### config.mk
export PLATFORM = sky130hd
export DESIGN_NAME = load_store_unit
export DESIGN_NICKNAME = d
export VERILOG_FILES = /design/src/rtl/load_store_unit.sv
export SDC_FILE = /design/constraint.sdc
export NUM_CORES = 1
export LEC_CHECK = 0
export ABC_AREA = 1
export CAP_MARGIN = 10
export CORE_MARGIN = 2
export CORE_UTILIZATION = 45
export CTS_BUF_LIST = sky130_fd_sc_hd__clkbuf_4
export CTS_CLUSTER_DIAMETER = 120
export CTS_CLUSTER_SIZE = 40
export DETAILED_ROUTE_END_ITERATION = 10
export GPL_ROUTABILITY_DRIVEN = 0
export GPL_TIMING_DRIVEN = 1
export PLACE_DENSITY = 0.86
export SLEW_MARGIN = 20
export SYNTH_ARGS = -nofsm -noshare
export SYNTH_HDL_FRONTEND = slang
export SYNTH_SLANG_ARGS = --single-unit
### constraint.sdc
create_clock -name CLK -period 1.5 [get_ports CLK]
set_input_delay 0.15 -clock CLK [delete_from_list [all_inputs] [get_ports CLK]]
set_output_delay 0.15 -clock CLK [all_outputs]
set_load 0.01 [all_outputs]
### src/rtl/load_store_unit.sv
// Memory-side load/store stage: req/ack bus handshake with byte-lane steering, alignment checks and load extension.
// Optional LSU_TIMEOUT_EN: abort a request that sees no bus_ack within TIMEOUT cycles.
module load_store_unit #(
  parameter int TIMEOUT = 64
) (
  input  logic        CLK,
  input  logic        reset,
  input  logic        MemRead,
  input  logic        MemWrite,
  input  logic [2:0]  funct3,
  input  logic [31:0] ALUResult,
  input  logic [31:0] WriteData,
  output logic [31:0] ReadData,
  output logic        Stall,
  output logic        Fault,
  output logic        bus_req,
  output logic        bus_we,
  output logic [31:0] bus_addr,
  output logic [3:0]  bus_be,
  output logic [31:0] bus_wdata,
  input  logic        bus_ack,
  input  logic [31:0] bus_rdata
);

  typedef enum logic [1:0] {
    IDLE = 2'd0,
    REQ  = 2'd1,
    DONE = 2'd2
  } state_t;

  state_t      state;
  logic [2:0]  f3_q;
  logic [1:0]  off_q;

  logic        access;
  logic        legal;
  logic        aligned;
  logic [1:0]  off;
  logic [3:0]  be_d;
  logic [31:0] wdata_d;

  if (TIMEOUT < 1) begin : g_bad_timeout
    $error("load_store_unit: TIMEOUT must be >= 1");
  end

`ifdef LSU_TIMEOUT_EN
  localparam int CW = $clog2(TIMEOUT + 1);
  logic [CW-1:0] wait_cnt;
`endif

  assign access = MemRead | MemWrite;
  assign off    = ALUResult[1:0];

  // NOTE: every always_comb output gets a default first so no path can infer a latch.
  always_comb begin
    legal   = 1'b0;
    aligned = 1'b0;
    be_d    = 4'b1111;
    wdata_d = WriteData;
    // A store is any access with MemWrite set, even when MemRead is also high.
    if (MemWrite) legal = (funct3 == 3'b000) || (funct3 == 3'b001) || (funct3 == 3'b010);
    else          legal = (funct3 == 3'b000) || (funct3 == 3'b001) || (funct3 == 3'b010) ||
                          (funct3 == 3'b100) || (funct3 == 3'b101);
    case (funct3[1:0])
      2'b00: begin
        aligned = 1'b1;
        be_d    = 4'b0001 << off;
        wdata_d = {4{WriteData[7:0]}};
      end
      2'b01: begin
        aligned = ~off[0];
        be_d    = 4'b0011 << off;
        wdata_d = {2{WriteData[15:0]}};
      end
      2'b10:   aligned = (off == 2'b00);
      default: aligned = 1'b0;
    endcase
  end

  function automatic logic [31:0] load_extract(input logic [2:0] f3, input logic [1:0] o,
                                               input logic [31:0] word);
    logic [7:0]  b;
    logic [15:0] h;
    b = word[8*o +: 8];
    h = o[1] ? word[31:16] : word[15:0];
    case (f3)
      3'b000:  return {{24{b[7]}}, b};
      3'b001:  return {{16{h[15]}}, h};
      3'b100:  return {24'd0, b};
      3'b101:  return {16'd0, h};
      default: return word;
    endcase
  endfunction

  assign Stall = ((state == IDLE) && access) || (state == REQ);

  // NOTE: sequential state uses non-blocking assignments only; bus outputs are registered
  // and cleared by the asynchronous reset so a mid-transaction reset drops bus_req at once.
  always_ff @(posedge CLK or negedge reset) begin
    if (!reset) begin
      state     <= IDLE;
      bus_req   <= 1'b0;
      bus_we    <= 1'b0;
      bus_addr  <= '0;
      bus_be    <= '0;
      bus_wdata <= '0;
      ReadData  <= '0;
      Fault     <= 1'b0;
      f3_q      <= '0;
      off_q     <= '0;
`ifdef LSU_TIMEOUT_EN
      wait_cnt  <= '0;
`endif
    end else begin
      Fault <= 1'b0;
      case (state)
        IDLE: begin
          if (access) begin
            if (legal && aligned) begin
              bus_req   <= 1'b1;
              bus_we    <= MemWrite;
              bus_addr  <= {ALUResult[31:2], 2'b00};
              bus_be    <= be_d;
              bus_wdata <= wdata_d;
              f3_q      <= funct3;
              off_q     <= off;
`ifdef LSU_TIMEOUT_EN
              wait_cnt  <= '0;
`endif
              state     <= REQ;
            end else begin
              Fault    <= 1'b1;
              ReadData <= '0;
              state    <= DONE;
            end
          end
        end
        REQ: begin
          if (bus_ack) begin
            bus_req  <= 1'b0;
            ReadData <= bus_we ? 32'd0 : load_extract(f3_q, off_q, bus_rdata);
            state    <= DONE;
          end
`ifdef LSU_TIMEOUT_EN
          // wait_cnt counts completed ack-less REQ cycles; the TIMEOUT-th one aborts.
          else if (wait_cnt == CW'(TIMEOUT - 1)) begin
            bus_req  <= 1'b0;
            Fault    <= 1'b1;
            ReadData <= '0;
            state    <= DONE;
          end else begin
            wait_cnt <= wait_cnt + 1'b1;
          end
`endif
        end
        DONE:    state <= IDLE;
        default: state <= IDLE;
      endcase
    end
  end

endmodule

== Yosys cells after proc, flatten, opt, wreduce, memory -nomap -nowiden ==
Index checks and enable logic that the tools add are counted.

* Output and inout bits: 104
* Memories: 0
* Register bits: 108
* Memory bits (read-only): 0
* Bits of input ports: 104
* Bits in writable memories: 0
* Bits in latches: 0
* Word-level logic and storage cells: 68

* Magnitude comparators: 0
* Add/sub/neg operators: 0
* Multiply operators: 0
* Muxes and demuxes: 22
* Divide/modulo/power cells: 0
* Reduce and logical (&&, ||, !) cells: 17
* Bitwise operators: 2
* Shift operators: 3
* Equal/unequal tests: 14

{| class="wikitable"
|+ Operators with widths
! operator !! number
|-
| $mux 32 || 4
|-
| $pmux 32 s2 || 2
|-
| $pmux 32 s4 || 1
|-
| $shiftx 32x6->8 || 1
|-
| $mux 16 || 1
|-
| $eq 3x3->1 const B || 4
|-
| $pmux 4 s2 || 1
|-
| $reduce_and 4->1 || 2
|-
| $mux 1 || 7
|-
| $eq 3x1->1 const B || 2
|-
| $logic_not 2->1 || 3
|-
| $logic_not 3->1 || 2
|-
| $mux 2 || 3
|-
| $ne 2x2->1 const B || 3
|-
| $logic_or 1x1->1 || 5
|-
| $eq 2x1->1 const B || 2
|-
| $pmux 2 s2 || 1
|-
| $shl 1x2->4 const A || 1
|-
| $shl 2x2->4 const A || 1
|-
| $eq 3x2->1 const B || 1
|-
| $pmux 1 s3 || 1
|-
| $reduce_and 3->1 || 1
|-
| $eq 2x2->1 const B || 1
|-
| $logic_and 1x1->1 || 2
|-
| other kinds (6) || 6
|}

== Logic depth before layout (Yosys ltp) ==
Gate-level depths: netlist of run 1.

* Depth after elaboration: 10
* Depth in mapped cells: 9
* Depth with buffers taken out: 8

== Least setup slack after synthesis of run 1 ==
Ideal clock, no wire load.

* Kind: flip-flop to flip-flop
* From: register off_q[1]
* To: register ReadData[16]
* Data arrival time: 1.232 ns
* Data required time: 1.384 ns
* Buffers on the path: 2
* Stages on the path, launching flop included: 9
* Period minus slack after synthesis: 1.349 ns
* Setup slack: 0.151 ns
* Cell sequence: dfrtp_1 -> buf_2 -> nand2_1 -> o21ai_0 -> a21oi_1 -> nand2_2 -> buf_4 -> nand2_1 -> nand2_1

* Longest elaborated chain between the ends: 5
* Elaborated cells on any way between the ends: 6
* Those cells by class: shift: 1; mux: 5

{| class="wikitable"
|+ Ends and longest elaborated chain
! element !! RTL line !! source
|-
| from (decl) || 33 || <nowiki>logic [1:0] off_q;</nowiki>
|-
| from (signal assigned) || 110 || <nowiki>off_q <= '0;</nowiki>
|-
| from (signal assigned) || 126 || <nowiki>off_q <= off;</nowiki>
|-
| $shiftx 32x6->8 / $mux 16 (equally long branches) || 84, 85 ||
|-
| $pmux 32 s4 * || 86 || <nowiki>case (f3)</nowiki>
|-
| $mux 32 * || 141 || <nowiki>ReadData <= bus_we ? 32'd0 : load_extract(f3_q, off_q, bus_rdata);</nowiki>
|-
| $mux 32 * || 139 || <nowiki>if (bus_ack) begin</nowiki>
|-
| $pmux 32 s2 * || 116 || <nowiki>case (state)</nowiki>
|-
| to (signal assigned) || 141 ||
|-
| to (decl) || 13 || <nowiki>output logic [31:0] ReadData,</nowiki>
|}

Mark *: on every way between the ends. The rest lies on a longest branch, timed or not. The select of a mux whose other input is x is not followed.
A chain may end at the register's enable or synchronous reset.

== Worst setup path after layout of run 1 ==
* From: register state[0]
* To: register bus_wdata[19]

* Longest elaborated chain between the ends: 2

{| class="wikitable"
|+ Ends and longest elaborated chain
! element !! RTL line !! source
|-
| from (decl) || 31 || <nowiki>state_t state;</nowiki>
|-
| from (signal assigned) || 101 || <nowiki>state <= IDLE;</nowiki>
|-
| from (signal assigned) || 130 || <nowiki>state <= REQ;</nowiki>
|-
| from (signal assigned) || 134 || <nowiki>state <= DONE;</nowiki>
|-
| $logic_not 2->1 || 116 ||
|-
| $reduce_and 3->1 (no line) || n/a ||
|-
| to (signal assigned) || 124 || <nowiki>bus_wdata <= wdata_d;</nowiki>
|-
| to (decl) || 20 || <nowiki>output logic [31:0] bus_wdata,</nowiki>
|}

Every way passes these cells.

==> results of run 1 <==
state kept, by name, indices dropped and copies added, names as in the netlist:
| signal | count |
|---|---|
| Fault | 1 |
| f3_q | 3 |
| bus_req | 1 |
| off_q | 2 |
| bus_addr | 30 |
| ReadData | 32 |
| bus_wdata | 32 |
| state | 2 |
| bus_be | 4 |
| bus_we | 1 |
stage by stage:
| stage | setup TNS (ps) | instances | hold WS (ps) |
|---|---|---|---|
| after CTS | -98.8 | 1081 | 106 |
| after global placement | -18100 | 1053 | 104 |
| final | -424 | 1096 | 127 |
| after detailed placement | -21690 | 1053 | 104 |
| after floorplan | 0 | 711 | -146 |
| after global routing | -6640 | 1096 | 113 |
area by class of cell:
class | count | area [um^2] | share of cell area
clock inverters | 7 | 58.8 | 0.00722
flip-flops and latches | 108 | 2700 | 0.332
well taps | 143 | 179 | 0.0220
repair buffers | 267 | 2710 | 0.332
clock buffers | 9 | 67.6 | 0.00829
multi-input cells | 539 | 2340 | 0.288
inverters | 23 | 86.3 | 0.0106
cells by family after synthesis:
family,share of synthesized area
AOI/OAI and AO/OA,0.0974
buffers and inverters,0.0638
DFF,0.516
other,0.000716
and+or+nand+nor,0.322
power breakdown:
part           internal (mW)  total (mW)  switching [mW]
sequential              4.15        4.92           0.767
combinational           3.67        8.25            4.58
clock                  0.365        1.39            1.02
repair_timing:
action                                  in CTS  in global routing
cloned                                       0                 11
hold buffers                                 1                  0
gates resized for setup                    106                 49
endpoints found under the setup margin     104                104
endpoints found under the hold margin      108                  0
setup buffers                               11                  4
pin swaps                                    1                 14
cell usage after synthesis:
cell        n  share of area
nand2_1   370           0.27
a21oi_1    20          0.019
nand3_1    23          0.022
nor3_1      1        0.00095
inv_2       1        0.00072
nand3b_1    1         0.0014
clkbuf_1   10         0.0072
nor2_2      3         0.0036
buf_4       5         0.0072
nand2_2     1         0.0012
buf_6       7          0.015
conb_1      1        0.00072
o21ai_1    31          0.030
buf_1       1        0.00072
nor2_1     34          0.024
buf_2      18          0.017
dfrtp_1   108           0.52
clkinv_1    1        0.00072
o21ai_0    51          0.049
inv_1      21          0.015
nand3_2     2         0.0038
worst register-to-register path, cell delays in order, from the launching register on:
cell	delay, ps
dfrtp_1	480
nor2_4	150
buf_6	120
nand2_4	50
buf_6	120
nor2_4	120
buf_6	170
clkbuf_16	180
nand2_1	50
nand2_1	70
path summary, 6_finish.rpt:
kind	endpoint	slack (ps)
min in group CLK	bus_addr[6]	180
worst max-delay path	bus_wdata[19]	-60
worst max register to register	bus_wdata[19]	-60
worst min-delay path	Fault	130
worst min register to register	bus_wdata[22]	490
max in group asynchronous	ReadData[15]	780
routing by layer:
metal  part of all wire  track usage  vias up
met4              0.026       0.0798        0
met3              0.096       0.0670       48
li1                   -            -     2696
met1               0.39        0.333     2650
met2               0.49        0.429      329
met5                  0            0        -
==> out/summary.md, run 1 <==
The run finished, with violations left. The checks that failed: negative setup slack. The logs give -55.3 ps for the smallest setup slack after layout and 5723 for the number of vias in the routed layout. The tools report the wire length after detailed routing as 17800 um. The library cell used most frequently in the layout, excluding fill and tap cells, is nand2_1. The clock skew was 25.7 ps; the number of I/O pins was 208.

The overall overflow remaining after global route was 0. The run gives 1960 ps as the worst endpoint data arrival time. Register clock-pin slew on the reported worst setup and hold paths: 180 ps.

The worst-path cell with the longest stage delay was dfrtp_1. In the routed design, unresolved DRC markers number 0. After routing the design area is 8150 um^2. The beginning of the worst register-to-register path was state[0]. The logs give 25 for the count of endpoints failing setup in the final report and 5 for the number of detailed-route iterations in the first pass. Using the TritonRoute via totals, the vias-per-cell ratio works out to 5.22.

The number of antenna diodes in the final layout is 0. The site row count was 39. The startpoint class of the critical path is a register. Summed over all cells, the static leakage comes to 4.45 nW. For this block, the initial DRC count from the detailed router was 574.

Post-synth design cell area: 5240 um^2. The most prevalent standard cell on the critical path was buf_6. Count of mapped cells out of synthesis: 710. The type of the setup path with the least slack was register to register. The clock reaches the later pin of the worst-skew pair after 470 ps.

For the share of the core filled with cells in the final layout, the log shows 0.716. The run gives 0 as the total count of hold-check failures in the final report. Dividing the detail-routed wire length by the instance count gives 16.3 um.

Entering global routing, the biggest net connects 57 pins. Gate family responsible for the most delay along the worst path: buffers and inverters. The run gives 0 as the initial antenna violation count. The HPWL after detailed placement is 11700 um.

Number of buffers inserted by port buffering: 205. The data required time at the worst endpoint was 1910 ps. The tools report the register area share after synthesis as 0.516. TritonCTS created 9 clock buffers. IR analysis of the VDD net gives a maximum drop of 974 uV. For this run, the slowest stage of the critical path takes 480 ps. The post-route minimum period was 1560 ps; the worst slack after detailed placement was -267 ps. The run gives 21 as the count of cell types in the netlist. Root buffer cell: clkbuf_4. The number of cells on the worst reg-to-reg path is 9. The max-slew violation total from the final report is 0, and the number of register bits inferred by synthesis is 108. The synthesized area per cell works out to 7.38 um^2.

Setup repair after global routing could not meet its margin everywhere. The die is 112 um wide. The signal on the critical path passes through nor2_4, buf_6, nand2_4, buf_6, nor2_4, buf_6, clkbuf_16, nand2_1, nand2_1.

The worst-path maximum fanout works out to 7. The class of the tightest hold or removal check is input pin to async pin. Summing internal, switching and leakage power gives 14.5 mW. The share of the clock period used by the worst path was 1.04.

The total global routing track utilization is 0.258, and the die area is 12500 um^2. Counting both buffers and inverters, the worst setup path holds a total of 4. The floorplan step set the die height to 112 um. The global-route wire length before repair is 26000 um. The Yosys step of the flow raised 0 warnings.

The number of sinks on the clock net is 108, and the area added between synthesis and finish is 55.4%. The number of global-route vias before repair was 5365. The number of nets with antenna violations after detailed routing is 0. The initial core utilization was 0.461. TritonCTS built the clock tree. No sink is reached through more buffers than the 2 on the longest clock path.

For the fill cell instance count of the final layout, the log shows 881. The timing-limited maximum frequency is 643 MHz. The tools report the depth of the CTS H-tree as 3.

Tracing the worst setup path back leads to its startpoint at state[0]. Dividing total power by cell area gives a power density of 1790 nW/um^2. The critical path runs through a total of 9 cells. At the end of the flow, the number of nets in the layout was 1052.

The placed instances occupy a cell area of 7620 um^2. The share of post-route cells with drive strength above 1 is 0.120, and the total core area is 11400 um^2. STA classifies the critical path endpoint as a register. The library cells used most frequently in the layout, excluding fill and tap cells, are 348 x nand2_1, 107 x dfrtp_1, 102 x clkdlybuf4s50_1. The tool flagged a number of max-cap violations equal to 0.
Power figures use the tool's default switching activity.
==> inputs of run 2 (changes only) <==
--- a/config.mk
+++ b/config.mk
@@ -16,6 +16,7 @@
 export GPL_ROUTABILITY_DRIVEN = 0
 export GPL_TIMING_DRIVEN = 1
 export PLACE_DENSITY = 0.86
+export RECOVER_POWER = 25
 export SLEW_MARGIN = 20
 export SYNTH_ARGS = -nofsm -noshare
 export SYNTH_HDL_FRONTEND = slang
==> out/summary.md, run 2 (synthesis results as in run 1) <==
In the layout the commonest cells are 348 x nand2_1, 107 x dfrtp_1, 102 x clkdlybuf4s50_1. Counting the buffers created by CTS gives 9. In this design, the critical path's most frequently occurring cell is buf_6.

The height of the die is 112 um, and the slew at the pin closest to its max-slew limit is 696 ps. From synthesis to final layout, the design area changed by 54.9%. After layout, the minimum clock period comes to 1560 ps. The logs give 0 for the number of nets with antenna violations after detailed routing and 0 for the overall overflow remaining after global route.

The largest registers in the layout are ReadData (32), bus_wdata (32), bus_addr (30). For the max-slew headroom at the worst pin, the log shows 0.536. The number of buffers inserted by port buffering was 205. The final cell count without fillers was 1096; the longest individual stage delay on the worst path was 480 ps. The total leakage power was 4.44 nW. Across the run, the number of max-cap violations was 0. The path class of the tightest hold or removal check is input pin to register.

The number of sinks on the clock net was 108. The finished cells cover 8120 um^2. Global-route wire length before repair: 26000 um.

TritonCTS built the clock tree. The checks that failed: negative setup slack. Summed over all failing endpoints, the final setup total negative slack is -422 ps.

Setup repair after global routing could not meet its margin everywhere. The logs give 1900 ps for the data required time at the worst endpoint and 1053 for the number of cells after detailed placement. Clock-pin slew was measured on the worst setup and hold paths at 180 ps. For the worst-skew pair, the clock arrives at the later sink with an insertion delay of 470 ps. The flow ran to the end, but the final reports show violations. The tools report the nature of the critical path endpoint as a register. On the final layout, the worst clock skew is 26.0 ps.

For the initial core utilization, the log shows 0.461. Die span in x: 112 um. Overall power: 14.5 mW.

The logs give 5365 for the number of global-route vias before repair and 6 for the number of detailed-route iterations in the first pass. The tools report the placed wire-length estimate as 11700 um. In the final design database the tool counted 1052 nets. The initial detailed-routing violation count is 607. The share of the clock period used by the worst path works out to 1.04. The share of post-route cells with drive strength above 1 was 0.120; the maximum resistive drop on vdd was 974 uV. In this run the count of I/O pins placed on the die edge is 208.

The count of buffering cells on the critical path with inverters included came out at 4. The worst endpoint data arrival time was 1960 ps; the average wire per cell in the routed design was 16.2 um. The run gives 0 as the total count of hold-check failures in the final report. The tools report the wire length after detailed routing as 17800 um.

The total global routing track utilization was 0.258. Worst-path maximum fanout: 7. Placed standard-cell area: 7620 um^2. The gate family responsible for the most delay along the worst path was buffers and inverters. Walking the worst path, the cells encountered are nor2_4, buf_6, nand2_4, buf_6, nor2_4, buf_6, clkbuf_16, nand2_1, nand2_1. For the initial antenna violation count, the log shows 0.

The smallest setup slack after layout is -55.9 ps. The die area came out at 12500 um^2. The total core area is 11400 um^2. In the final layout, the multi-input gates occupy 2340 um^2. The share of the core filled with cells in the final layout was 0.714. The most common cell after layout, fill and taps aside was nand2_1. Setup violations remaining at the end of the flow were counted as 23. The critical path is of the register to register type. For the largest net degree at the start of global routing, the log shows 57.

The tools report the startpoint class of the critical path as a register. Fill cells in the final layout number 884. The power per standard cell area was 1790 nW/um^2; the site row count was 39.

The tools report the number of diodes added for antenna fixing as 0. The max-slew violation total from the final report was 0; the depth of the CTS H-tree was 3. Timing would allow up to 643 MHz.

The flip-flop and latch area came out at 2700 um^2. The final route contains 5738 vias. The DRC violations left was 0.

The worst-path cell with the longest stage delay was dfrtp_1. Root buffer cell: clkbuf_4. Number of vias per cell after detailed routing: 5.24. The longest clock path from root to sink contains 2 buffers.
==> run 2: cell types whose count changed in the layout (fill, tap and decap cells not counted) <==
cell,previous run,this run
clkbuf_2,0,1
clkbuf_4,9,11
buf_12,12,10
buf_4,34,33
==> run 2: repair_timing <==
item                                   in CTS  in global routing
endpoints found under the hold margin     108                  0
setup endpoints to repair                 104                104
pin swaps                                   1                 14
resized for setup                         106                 49
cloned                                      0                 11
setup buffers                              11                  4
hold buffers                                1                  0
==> run 2: per-layer routing <==
metal	wire (um)	part of all wire	GRT usage
met1	6880	0.39	0.333
met2	8730	0.49	0.429
met3	1700	0.095	0.0670
met4	474	0.027	0.0798
met5	0	0	0
==> run 2: worst min-delay path, cell delays in order <==
cell and delay [ps]:
clkdlybuf4s50_1 390, nand2_1 60, nand2_1 40
==> run 2: through the flow <==
step | hold slack [ps] | worst slack [ps]
3_3_place_gp | 104 | -255
3_5_place_dp | 104 | -267
2_1_floorplan | -146 | 151
6_report | 190 | -55.9
4_1_cts | 106 | -98.8
5_1_grt | 153 | -119
==> run 2: final timing paths <==
kind,startpoint,to,slack (ps),depth (start not counted)
min in group asynchronous,reset,ReadData[13],240,2
hold reg to reg,bus_wdata[22],bus_wdata[22],490,2
hold / removal,ALUResult[6],bus_addr[6],190,3
setup reg to reg,state[0],bus_wdata[19],-60,9
max in group asynchronous,reset,f3_q[1],180,3
setup / recovery,state[0],bus_wdata[19],-60,9
==> run 2: area by class of cell <==
class / count / share of cell area
repair buffers: 267 / 0.330
clock inverters: 7 / 0.00724
inverters: 23 / 0.0106
multi-input cells: 539 / 0.289
clock buffers: 9 / 0.00832
flip-flops and latches: 108 / 0.333
well taps: 143 / 0.0220
==> run 2: power breakdown <==
group          internal (mW)  switching (mW)  total (mW)
sequential              4.15           0.768        4.92
combinational           3.66            4.56        8.23
clock                  0.365            1.02        1.38
total                   8.18            6.35        14.5
